## src/rtl/dff_bank_arbiter.sv

```systemverilog
// dff_bank_arbiter
//   Round-robin arbiter sharing one WIDTH-bit register (q) among NREQ
//   requesters. A grant takes two cycles: an ARB cycle picks the next
//   requester starting from the rotating pointer, and a WRT cycle loads that
//   requester's word into q, tags it with the owner index and pulses ack.
//
// Ports
//   clk      in   rising-edge clock
//   rst_n    in   asynchronous active-low reset
//   req      in   [NREQ-1:0]        request per requester, held until ack
//   d        in   [NREQ*WIDTH-1:0]  data, requester i on d[i*WIDTH +: WIDTH]
//   clr      in   synchronous clear of q / q_valid
//   ack      out  [NREQ-1:0]        one-cycle registered grant-complete pulse
//   q        out  [WIDTH-1:0]       shared register contents
//   q_owner  out  [OW-1:0]          index of the requester that last wrote q
//   q_valid  out  q holds written data
//   busy     out  high while in the WRT state
module dff_bank_arbiter #(
    parameter int NREQ  = 4,
    parameter int WIDTH = 8,
    localparam int OW   = (NREQ > 1) ? $clog2(NREQ) : 1
) (
    input  logic                  clk,
    input  logic                  rst_n,
    input  logic [NREQ-1:0]       req,
    input  logic [NREQ*WIDTH-1:0] d,
    input  logic                  clr,
    output logic [NREQ-1:0]       ack,
    output logic [WIDTH-1:0]      q,
    output logic [OW-1:0]         q_owner,
    output logic                  q_valid,
    output logic                  busy
);

    localparam int unsigned NR = NREQ;

    typedef enum logic {
        ARB = 1'b0,
        WRT = 1'b1
    } state_t;

    state_t            r_state;
    logic [OW-1:0]     r_ptr;
    logic [OW-1:0]     r_sel;
    logic [NREQ-1:0]   r_ack;
    logic [WIDTH-1:0]  r_q;
    logic [OW-1:0]     r_owner;
    logic              r_valid;

    logic [NREQ-1:0]   w_reqe;
    logic [OW:0]       w_idx;
    logic              w_found;
    logic [OW-1:0]     w_grant;
    logic [WIDTH-1:0]  w_dsel;
    logic              w_req_sel;
    logic [OW-1:0]     w_ptr_nxt;
    logic [NREQ-1:0]   w_ack_set;

    // A requester whose ack is currently high is masked so it cannot be
    // re-granted before it has had a chance to drop req.
    assign w_reqe = req & ~r_ack;

    // Rotating priority scan: ptr, ptr+1 .. NREQ-1, 0 .. ptr-1.
    // w_idx is one bit wider than the pointer so ptr+k can be wrapped
    // without a modulo operator.
    always_comb begin
        w_found = 1'b0;
        w_grant = '0;
        w_idx   = '0;
        for (int unsigned k = 0; k < NR; k++) begin
            w_idx = {1'b0, r_ptr} + (OW+1)'(k);
            if (w_idx >= (OW+1)'(NR)) begin
                w_idx = w_idx - (OW+1)'(NR);
            end
            if (!w_found && w_reqe[w_idx[OW-1:0]]) begin
                w_found = 1'b1;
                w_grant = w_idx[OW-1:0];
            end
        end
    end

    // Word and request of the currently selected requester.
    always_comb begin
        w_dsel    = '0;
        w_req_sel = 1'b0;
        for (int unsigned i = 0; i < NR; i++) begin
            if (r_sel == OW'(i)) begin
                w_dsel    = d[i*WIDTH +: WIDTH];
                w_req_sel = req[i];
            end
        end
    end

    assign w_ptr_nxt = (r_sel == OW'(NR - 1)) ? '0 : r_sel + OW'(1);
    assign w_ack_set = NREQ'(1) << r_sel;

    always_ff @(posedge clk or negedge rst_n) begin
        if (!rst_n) begin
            r_state <= ARB;
            r_ptr   <= '0;
            r_sel   <= '0;
            r_ack   <= '0;
            r_q     <= '0;
            r_owner <= '0;
            r_valid <= 1'b0;
        end else begin
            r_ack <= '0;
            case (r_state)
                ARB: begin
                    if (clr) begin
                        r_q     <= '0;
                        r_valid <= 1'b0;
                    end
                    if (w_found) begin
                        r_sel   <= w_grant;
                        r_state <= WRT;
                    end
                end
                WRT: begin
                    r_state <= ARB;
                    if (clr) begin
                        // Clear wins; the requester stays pending and is
                        // re-arbitrated from the unchanged pointer.
                        r_q     <= '0;
                        r_valid <= 1'b0;
                    end else if (w_req_sel) begin
                        r_q     <= w_dsel;
                        r_owner <= r_sel;
                        r_valid <= 1'b1;
                        r_ack   <= w_ack_set;
                        r_ptr   <= w_ptr_nxt;
                    end
                end
                default: r_state <= ARB;
            endcase
        end
    end

    assign ack     = r_ack;
    assign q       = r_q;
    assign q_owner = r_owner;
    assign q_valid = r_valid;
    assign busy    = (r_state == WRT);

endmodule

```

## config.mk

```make
export PLATFORM = sky130hd
export DESIGN_NAME = dff_bank_arbiter
export DESIGN_NICKNAME = d
export VERILOG_FILES = /design/src/rtl/dff_bank_arbiter.sv
export SDC_FILE = /design/constraint.sdc
export NUM_CORES = 1
export LEC_CHECK = 0
export BUFFER_PORTS_ARGS = -buffer_cell sky130_fd_sc_hd__buf_4
export CAP_MARGIN = 40
export CORE_MARGIN = 2
export CORE_UTILIZATION = 40
export DETAILED_ROUTE_END_ITERATION = 8
export GPL_ROUTABILITY_DRIVEN = 0
export GPL_TIMING_DRIVEN = 0
export PLACE_DENSITY = 0.66
export SLEW_MARGIN = 0
export SYNTH_ARGS = -nofsm -noshare
export SYNTH_HDL_FRONTEND = slang
export SYNTH_SLANG_ARGS = --single-unit
```

## constraint.sdc

```tcl
create_clock -name clk -period 2.1 [get_ports clk]
set_input_delay 0 -clock clk [delete_from_list [all_inputs] [get_ports clk]]
set_output_delay 0 -clock clk [all_outputs]
set_load 0.02 [all_outputs]
```

==> impl_metrics.env, run 1 <==
export IMPL_run_status="complete, no violations"
export IMPL_cts_reportedPaths_clkPinSlew_ps=110
export IMPL_drv_slew=0
export IMPL_grt_pass1_wl_um=5500
export IMPL_htreeDepth=1
export IMPL_synthAdderAreaFrac_pct=4.09
export IMPL_row_count=20
export IMPL_grt_max_degree=21
export IMPL_power_density_nw_per_um2=1160
export IMPL_die_w_um=59.3
export IMPL_min_period_ps=2010
export IMPL_ys_types=30
export IMPL_slew_headroom_pct=58.5
export IMPL_arrival_ps=2210
export IMPL_yosysTopAreaCell="dfrtp_1"
export IMPL_start_util_pct=41.1
export IMPL_holdCritPathClass="in -> reg"
export IMPL_worst_endpoint_required_ps=2290
export IMPL_reg2reg_to="r_ptr[1]"
export IMPL_hold_slack_ps=8.18
export IMPL_cp_cell_sequence="inv_2, ha_2, buf_6, a211o_1, a21oi_2, a2111oi_4, buf_4, mux2_2"
export IMPL_fin_skew_ps=2.53
export IMPL_die_area_um2=3520
export IMPL_netlist_area_um2=1220
export IMPL_drc=0
export IMPL_worst_path_max_delay_cell="dfrtp_1"
export IMPL_syn_inst=114
export IMPL_synth_top_area_share_pct=40.9
export IMPL_dr_pass1_iters=4
export IMPL_crit_fanout=7
export IMPL_synth_ff_type="dfrtp_1"
export IMPL_finalCritPeriodShare_pct=96.0
export IMPL_whs_path_depth=3
export IMPL_synth_top_family_by_area="compound AO/OA/AOI/OAI gates"
export IMPL_grt_ovfl_total=0
export IMPL_whs_endpoint="q[4]"
export IMPL_startpoint_type="register"
export IMPL_synth_area_leaders="dfrtp_1 (41%), nand2b_1 (7.7%), mux2i_1 (7.4%)"
export IMPL_cts_buffers=3
export IMPL_diodes=0
export IMPL_io_pins=55
export IMPL_clock_sinks=20
export IMPL_synth_top_cells_by_count="dfrtp_1 (20), nand2b_1 (15), mux2i_1 (9)"
export IMPL_cts_tree="yes"
export IMPL_layout_drive_gt1_share_pct=42.6
export IMPL_ys_warn_count=0
export IMPL_drtIter0Drc=73
export IMPL_cp_startpoint="r_sel[1]"
export IMPL_cts_root_buf="clkbuf_4"
export IMPL_layout_nets=227
export IMPL_max_freq_mhz=496
export IMPL_finalHoldViolCount=0
export IMPL_fillers=271
export IMPL_worst_setup_path_type="reg -> reg"
export IMPL_muxShareOfSynthArea_pct=12.0
export IMPL_clockBufferDepth=2
export IMPL_synth_edff_count=0
export IMPL_avgSynthCellArea_um2=10.7
export IMPL_end_kind="register"
export IMPL_r2r_worst_path_cells=8
export IMPL_vias=1165
export IMPL_power_leakage_nw=0.900
export IMPL_clock_latency_ps=300
export IMPL_finalSetupViolations=0
export IMPL_ant_nets=0
export IMPL_port_buffers=53
export IMPL_syn2layout_area_growth_pct=49.7
export IMPL_grt_use_total_pct=20.9
export IMPL_cpLargestDelayFamily="compound AO/OA/AOI/OAI gates"
export IMPL_peakVddDrop_uv=827
export IMPL_hpwl_um=2460
export IMPL_tightest_slew_ps=621
export IMPL_syn_num_nets=157
export IMPL_cp_buffers_inverters=3
export IMPL_cap_viol_max_count=0
export IMPL_crit_reg2reg_launch="r_sel[1]"
export IMPL_synth_compound_area_share_pct=22.4
export IMPL_routed_wl_um=3510
export IMPL_rrSetupSlack_ps=90
export IMPL_async_flop_share_pct=100
export IMPL_yosysMostFrequentCell="dfrtp_1"
export IMPL_worstHoldStart="d[28]"
export IMPL_ys_seq_elements=20
export IMPL_wl_per_cell_um=16.3
export IMPL_synth_yosys_seq_area_share_pct=40.9
export IMPL_core_area_um2=2980
export IMPL_grt_antenna_before_repair=0
export IMPL_viasPerCell=5.39
export IMPL_yosys_area_share_simple_pct=16.1
export IMPL_cpPeakStageDelay_ps=440
export IMPL_grt_pass1_vias=1190
export IMPL_synth_xor_area_share_pct=0
export IMPL_die_h_um=59.3
export IMPL_power_total_mw=2.12
-- worst min-delay path: stages --
cell,delay (ps)
buf_4,80
a32oi_1,50
mux2i_1,130
-- what timing repair did --
action	4_1_cts	5_1_grt
setup endpoints to repair	12	13
hold buffers	9	0
pin swaps	1	0
buffers inserted	1	2
resized for setup	2	7
gates cloned	0	1
endpoints found under the hold margin	28	0
-- layer usage --
metal  vias up  track usage [%]  share of wire [%]
met3         4             3.71                5.5
met4         0             6.82               0.54
met2        41             36.9                 48
li1        563                -                  -
met5         -                0                  0
met1       557             25.6                 46
-- cells by family after synthesis --
family | Yosys count
multiplexers | 14
AND/OR/NAND/NOR | 32
AO/OA/AOI/OAI | 31
adder cells (fa/ha/maj) | 4
flip-flops | 20
buffers and inverters | 13
-- registers in the layout, summed over array words and instances, names as in the netlist --
name / flops
q: 8
q_owner: 2
busy: 1
r_sel: 2
ack: 4
q_valid: 1
r_ptr: 2
-- report_power, final --
part           switching, mW  internal, mW  total [mW]  leakage (nW)
combinational          0.649         0.643        1.29         0.617
clock                  0.117         0.106       0.223        0.0210
sequential             0.103         0.507       0.610         0.263
total                  0.869          1.26        2.12         0.900
-- area by class of cell --
cell class	instances	area, um^2	share of cell area (%)
inverter	7	26.3	1.43
multi-input combinational	81	678	37.0
timing repair buffer	66	515	28.1
tap	33	41.3	2.25
buffer	5	35.0	1.91
sequential	20	502	27.4
clock buffer	4	36.3	1.98
-- stage by stage --
step           util, %  instances  area, um^2  setup TNS [ps]  worst slack, ps
3_3_place_gp      55.9        200        1660            -646             -156
5_1_grt           61.6        216        1830           -23.4            -8.96
2_1_floorplan        -        114        1220               0              186
3_5_place_dp      55.9        200        1660            -578             -137
6_report          61.6        216        1830               0             85.0
4_1_cts           60.4        213        1800               0             14.1
-- placed cells by master (no fill, tap or decap), types with 2 or more instances in the layout --
cell type       n
and2_1          3
nor2b_1         3
clkbuf_4        3
nand2b_1       15
nor2_1          3
dlygate4sd3_1   9
o22ai_1         2
a221o_1         8
inv_1           5
a32oi_1         8
or2b_1          5
mux2_2          5
a21oi_1         3
ha_1            2
inv_2           2
ha_2            2
dfrtp_1        19
o21ai_0         2
mux2i_1         9
buf_4          58
-- how the worst max path moves through the flow --
stage | to | slack (ps) | depth (start not counted)
2_1_floorplan | q_owner[0] | 190 | 7
3_3_place_gp | r_ptr[0] | -160 | 7
3_5_place_dp | q_owner[1] | -140 | 7
4_1_cts | q_owner[1] | 10 | 7
5_1_grt | r_ptr[1] | -9 | 6
6_report | r_ptr[1] | 90 | 8
Note: power is estimated with default switching activity, not from simulation.
==> run 2, diff against run 1 <==
--- a/config.mk
+++ b/config.mk
@@ -12,6 +12,7 @@
 export DETAILED_ROUTE_END_ITERATION = 8
 export GPL_ROUTABILITY_DRIVEN = 0
 export GPL_TIMING_DRIVEN = 0
+export MAX_ROUTING_LAYER = met4
 export PLACE_DENSITY = 0.66
 export SLEW_MARGIN = 0
 export SYNTH_ARGS = -nofsm -noshare
==> run 2 against run 1 <==
Compared with the run above: non-clock buffer count is the same; combinational power is essentially flat; fmax is the same; critical endpoint unchanged; wire length is the same; die area is the same; first-iteration DRC count is the same; cell area is the same; critical path depth is the same.
==> impl_metrics.env, run 2 (synthesized netlist as in run 1, its figures left out) <==
export IMPL_run_status="complete, no violations"
export IMPL_layout_nets=227
export IMPL_end_kind="register"
export IMPL_grt_pass1_vias=1190
export IMPL_cts_tree="yes"
export IMPL_most_common_layout_cells="buf_4 (58), dfrtp_1 (19), nand2b_1 (15), mux2i_1 (9), dlygate4sd3_1 (9)"
export IMPL_die_w_um=59.3
export IMPL_start_util_pct=41.1
export IMPL_tightest_slew_ps=621
export IMPL_worst_endpoint_required_ps=2290
export IMPL_vias=1165
export IMPL_clockBufferDepth=2
export IMPL_die_area_um2=3520
export IMPL_fin_setup_tns_ps=0
export IMPL_clock_latency_ps=300
export IMPL_htreeDepth=1
export IMPL_r2r_worst_path_cells=8
export IMPL_hpwl_um=2460
export IMPL_peakVddDrop_uv=827
export IMPL_whs_path_depth=3
export IMPL_cap_viol_max_count=0
export IMPL_dr_pass1_iters=4
export IMPL_crit_fanout=7
export IMPL_drc=0
export IMPL_finalHoldViolCount=0
export IMPL_core_area_um2=2980
export IMPL_die_h_um=59.3
export IMPL_grt_max_degree=21
export IMPL_arrival_ps=2210
export IMPL_slew_headroom_pct=58.5
export IMPL_drtIter0Drc=73
export IMPL_row_count=20
export IMPL_largest_reg_flops=8
export IMPL_grt_antenna_before_repair=0
export IMPL_syn2layout_area_growth_pct=49.7
export IMPL_io_pins=55
export IMPL_finalSetupViolations=0
export IMPL_power_leakage_nw=0.900
export IMPL_grt_pass1_wl_um=5500
export IMPL_layout_drive_gt1_share_pct=42.6
export IMPL_min_period_ps=2010
export IMPL_place_area_um2=1660
export IMPL_wl_per_cell_um=16.3
export IMPL_cts_reportedPaths_clkPinSlew_ps=110
export IMPL_ant_nets=0
export IMPL_max_freq_mhz=496
export IMPL_fillers=271
export IMPL_clock_sinks=20
export IMPL_finalInstanceArea_um2=1830
export IMPL_worst_setup_path_type="reg -> reg"
export IMPL_routed_wl_um=3510
export IMPL_grt_use_total_pct=21.5
export IMPL_diodes=0
export IMPL_drv_slew=0
export IMPL_final_common_cell="buf_4"
export IMPL_port_buffers=53
export IMPL_holdCritPathClass="in -> reg"
export IMPL_cts_root_buf="clkbuf_4"
export IMPL_startpoint_type="register"
export IMPL_fin_skew_ps=2.53
export IMPL_finalCritPeriodShare_pct=96.0
export IMPL_power_density_nw_per_um2=1160
export IMPL_viasPerCell=5.39
export IMPL_grt_ovfl_total=0
export IMPL_cts_buffers=3
==> run 2: cell counts in the layout (fill, tap and decap cells not counted) <==
Identical to the previous run, type by type.
==> run 2: layer usage <==
layer | GRT usage, % | share of wire [%]
met5 | - | 0
met4 | 6.82 | 0.54
met3 | 3.49 | 5.3
met2 | 36.9 | 48
met1 | 25.7 | 46
==> run 2: report_power, final <==
group          internal (mW)  leakage, nW  switching, mW
clock network          0.106       0.0210          0.117
registers              0.507        0.263          0.103
logic                  0.643        0.617          0.649
==> run 2: what timing repair did <==
action | 4_1_cts | 5_1_grt
endpoints found under the setup margin | 12 | 13
endpoints found under the hold margin | 28 | 0
pin swaps | 1 | 0
gates resized for setup | 2 | 7
buffers inserted | 1 | 2
hold buffers | 9 | 0
gates cloned | 0 | 1
==> run 2: layout make-up <==
type	count	area (um^2)	area share (%)
clock buffer	4	36.3	1.98
inverter	7	26.3	1.43
timing repair buffer	66	515	28.1
sequential	20	502	27.4
buffer	5	35.0	1.91
tap	33	41.3	2.25
multi-input combinational	81	678	37.0
==> run 2: worst paths after layout <==
| path | from | end | slack, ps |
|---|---|---|---|
| worst max register to register | r_sel[1] | r_ptr[1] | 90 |
| min in group asynchronous | rst_n | q[7] | 90 |
| max in group asynchronous | rst_n | r_sel[0] | 1770 |
| worst max-delay path | r_sel[1] | r_ptr[1] | 90 |
| worst min-delay path | d[28] | q[4] | 8 |
| worst min register to register | q_valid | q_valid | 530 |
==> run 2: per-stage QoR <==
| step | cells | setup WS (ps) | power [mW] | utilization, % | hold slack [ps] |
|---|---|---|---|---|---|
| 2_1_floorplan | 114 | 186 | 1.42 | - | -296 |
| 3_3_place_gp | 200 | -156 | 1.78 | 55.9 | -106 |
| 3_5_place_dp | 200 | -137 | 1.80 | 55.9 | -104 |
| 4_1_cts | 213 | 14.1 | 2.07 | 60.4 | 9.54 |
| 5_1_grt | 216 | -8.96 | 2.29 | 61.6 | 34.5 |
| 6_report | 216 | 85.0 | 2.12 | 61.6 | 8.18 |
==> run 2: critical path, stage by stage, from the launching register on <==
cell	delay, ps
dfrtp_1	440
inv_2	90
ha_2	210
buf_6	130
a211o_1	130
a21oi_2	50
a2111oi_4	320
buf_4	210
mux2_2	330
==> run 3, diff against run 2 <==
==> constraint.sdc (replaced) <==
create_clock -name clk -period 2.5 [get_ports clk]
set_input_delay 0 -clock clk [delete_from_list [all_inputs] [get_ports clk]]
set_output_delay 0 -clock clk [all_outputs]
set_load 0.02 [all_outputs]
==> run 3 against run 2 <==
Compared with the run above: power down 20%; critical path type unchanged; worst hold slack better by 1.0 ps; final cell count down 1.4%; die area unchanged; clock power down 16%; critical endpoint is now q_owner[1]; largest power group unchanged.
==> impl_metrics.env, run 3 (synthesized netlist as in run 1, its figures left out) <==
export IMPL_run_status="complete, no violations"
export IMPL_clock_sinks=20
export IMPL_grt_setup_unrepaired="false"
export IMPL_fin_setup_tns_ps=0
export IMPL_finalSetupViolations=0
export IMPL_multi_input_comb_area_um2=668
export IMPL_row_count=20
export IMPL_die_h_um=59.3
export IMPL_drv_slew=0
export IMPL_die_w_um=59.3
export IMPL_syn2layout_area_growth_pct=46.2
export IMPL_largest_reg_flops=8
export IMPL_dr_pass1_iters=4
export IMPL_cts_buffers=3
export IMPL_clock_latency_ps=300
export IMPL_final_seq_area_um2=500
export IMPL_r2r_worst_path_cells=7
export IMPL_power_density_nw_per_um2=949
export IMPL_fin_skew_ps=0.795
export IMPL_slew_headroom_pct=58.5
export IMPL_arrival_ps=2440
export IMPL_hold_buffers=9
export IMPL_finalHoldViolCount=0
export IMPL_wl_per_cell_um=16.0
export IMPL_cts_resized=0
export IMPL_crit_fanout=10
export IMPL_vias=1148
export IMPL_crit_reg2reg_launch="r_sel[0]"
export IMPL_fillers=272
export IMPL_grt_use_total_pct=21.4
export IMPL_max_freq_mhz=445
export IMPL_cts_root_buf="clkbuf_4"
export IMPL_whs_endpoint="q[4]"
export IMPL_port_buffers=53
export IMPL_post_cts_buffers=0
export IMPL_die_area_um2=3520
export IMPL_finalInstanceArea_um2=1790
export IMPL_cts_tree="yes"
export IMPL_routed_wl_um=3400
export IMPL_peakVddDrop_uv=560
export IMPL_power_leakage_nw=0.884
export IMPL_ant_nets=0
export IMPL_cap_viol_max_count=0
export IMPL_layout_nets=224
export IMPL_grt_pass1_vias=1190
export IMPL_end_kind="register"
export IMPL_drtIter0Drc=51
export IMPL_finalCritPeriodShare_pct=89.8
export IMPL_start_util_pct=41.1
export IMPL_hold_slack_ps=9.19
export IMPL_diodes=0
export IMPL_grt_ovfl_total=0
export IMPL_worst_endpoint_required_ps=2700
export IMPL_rrSetupSlack_ps=250
export IMPL_hpwl_um=2460
export IMPL_viasPerCell=5.39
export IMPL_most_common_layout_cells="buf_4 (54), dfrtp_1 (20), nand2b_1 (15), mux2i_1 (9), dlygate4sd3_1 (9)"
export IMPL_holdCritPathClass="in -> reg"
export IMPL_power_total_mw=1.70
export IMPL_grt_max_degree=21
export IMPL_cts_reportedPaths_clkPinSlew_ps=110
export IMPL_min_period_ps=2250
export IMPL_tightest_slew_ps=620
export IMPL_reg2reg_to="q_owner[1]"
export IMPL_final_common_cell="buf_4"
export IMPL_core_area_um2=2980
export IMPL_layout_drive_gt1_share_pct=37.8
export IMPL_clockBufferDepth=2
export IMPL_worstHoldStart="d[28]"
export IMPL_grt_antenna_before_repair=0
export IMPL_htreeDepth=1
export IMPL_worst_setup_path_type="reg -> reg"
export IMPL_drc=0
export IMPL_io_pins=55
export IMPL_grt_pass1_wl_um=5480
export IMPL_startpoint_type="register"
export IMPL_whs_path_depth=3
export IMPL_place_area_um2=1660
## run 3: cell types whose count changed in the layout (fill, tap and decap cells not counted), sizes merged
cell,before,now
buf,60,56
clkbuf,6,7
## run 3: layer usage
metal | track usage, % | part of all wire [%] | routed length, um | vias to the layer above
li1 | - | - | - | 559
met1 | 25.4 | 45 | 1530 | 544
met2 | 36.9 | 49 | 1660 | 41
met3 | 3.49 | 5.6 | 189 | 4
met4 | 6.82 | 0.56 | 19 | 0
met5 | - | 0 | 0 | -
## run 3: worst max-delay path by stage
stage                             to  slack [ps]     start
after floorplan           q_owner[0]         590  r_sel[0]
after global placement      r_ptr[0]         240  r_sel[0]
after detailed placement  q_owner[1]         260  r_sel[0]
after CTS                 q_owner[1]         240  r_sel[0]
after global routing      q_owner[0]          70  r_sel[0]
final                     q_owner[1]         250  r_sel[0]
## run 3: through the flow
stage | std cells | setup slack [ps] | util, %
final | 213 | 254 | 60.1
after global routing | 213 | 71.3 | 60.1
after CTS | 213 | 243 | 60.1
after detailed placement | 200 | 263 | 55.9
after global placement | 200 | 244 | 55.9
after floorplan | 114 | 586 | -
## run 3: power breakdown
part | internal [mW] | total, mW | switching [mW]
clock | 0.0888 | 0.187 | 0.0983
combinational | 0.480 | 1.00 | 0.523
sequential | 0.424 | 0.508 | 0.0832
total | 0.994 | 1.70 | 0.705
## run 3: critical path, cell delays in order (launching register included)
cell and delay (ps):
dfrtp_1 440, inv_1 130, ha_1 150, clkbuf_1 310, a211o_1 160, a21oi_2 50, a2111oi_4 500, mux2_2 390
## run 3: area by class of cell
cell class,instances,area share [%]
Buffer,6,1.68
Inverter,7,1.47
Tap cell,33,2.31
Clock buffer,4,2.03
Sequential cell,20,28.0
Timing Repair Buffer,62,27.3
Multi-Input combinational cell,81,37.3
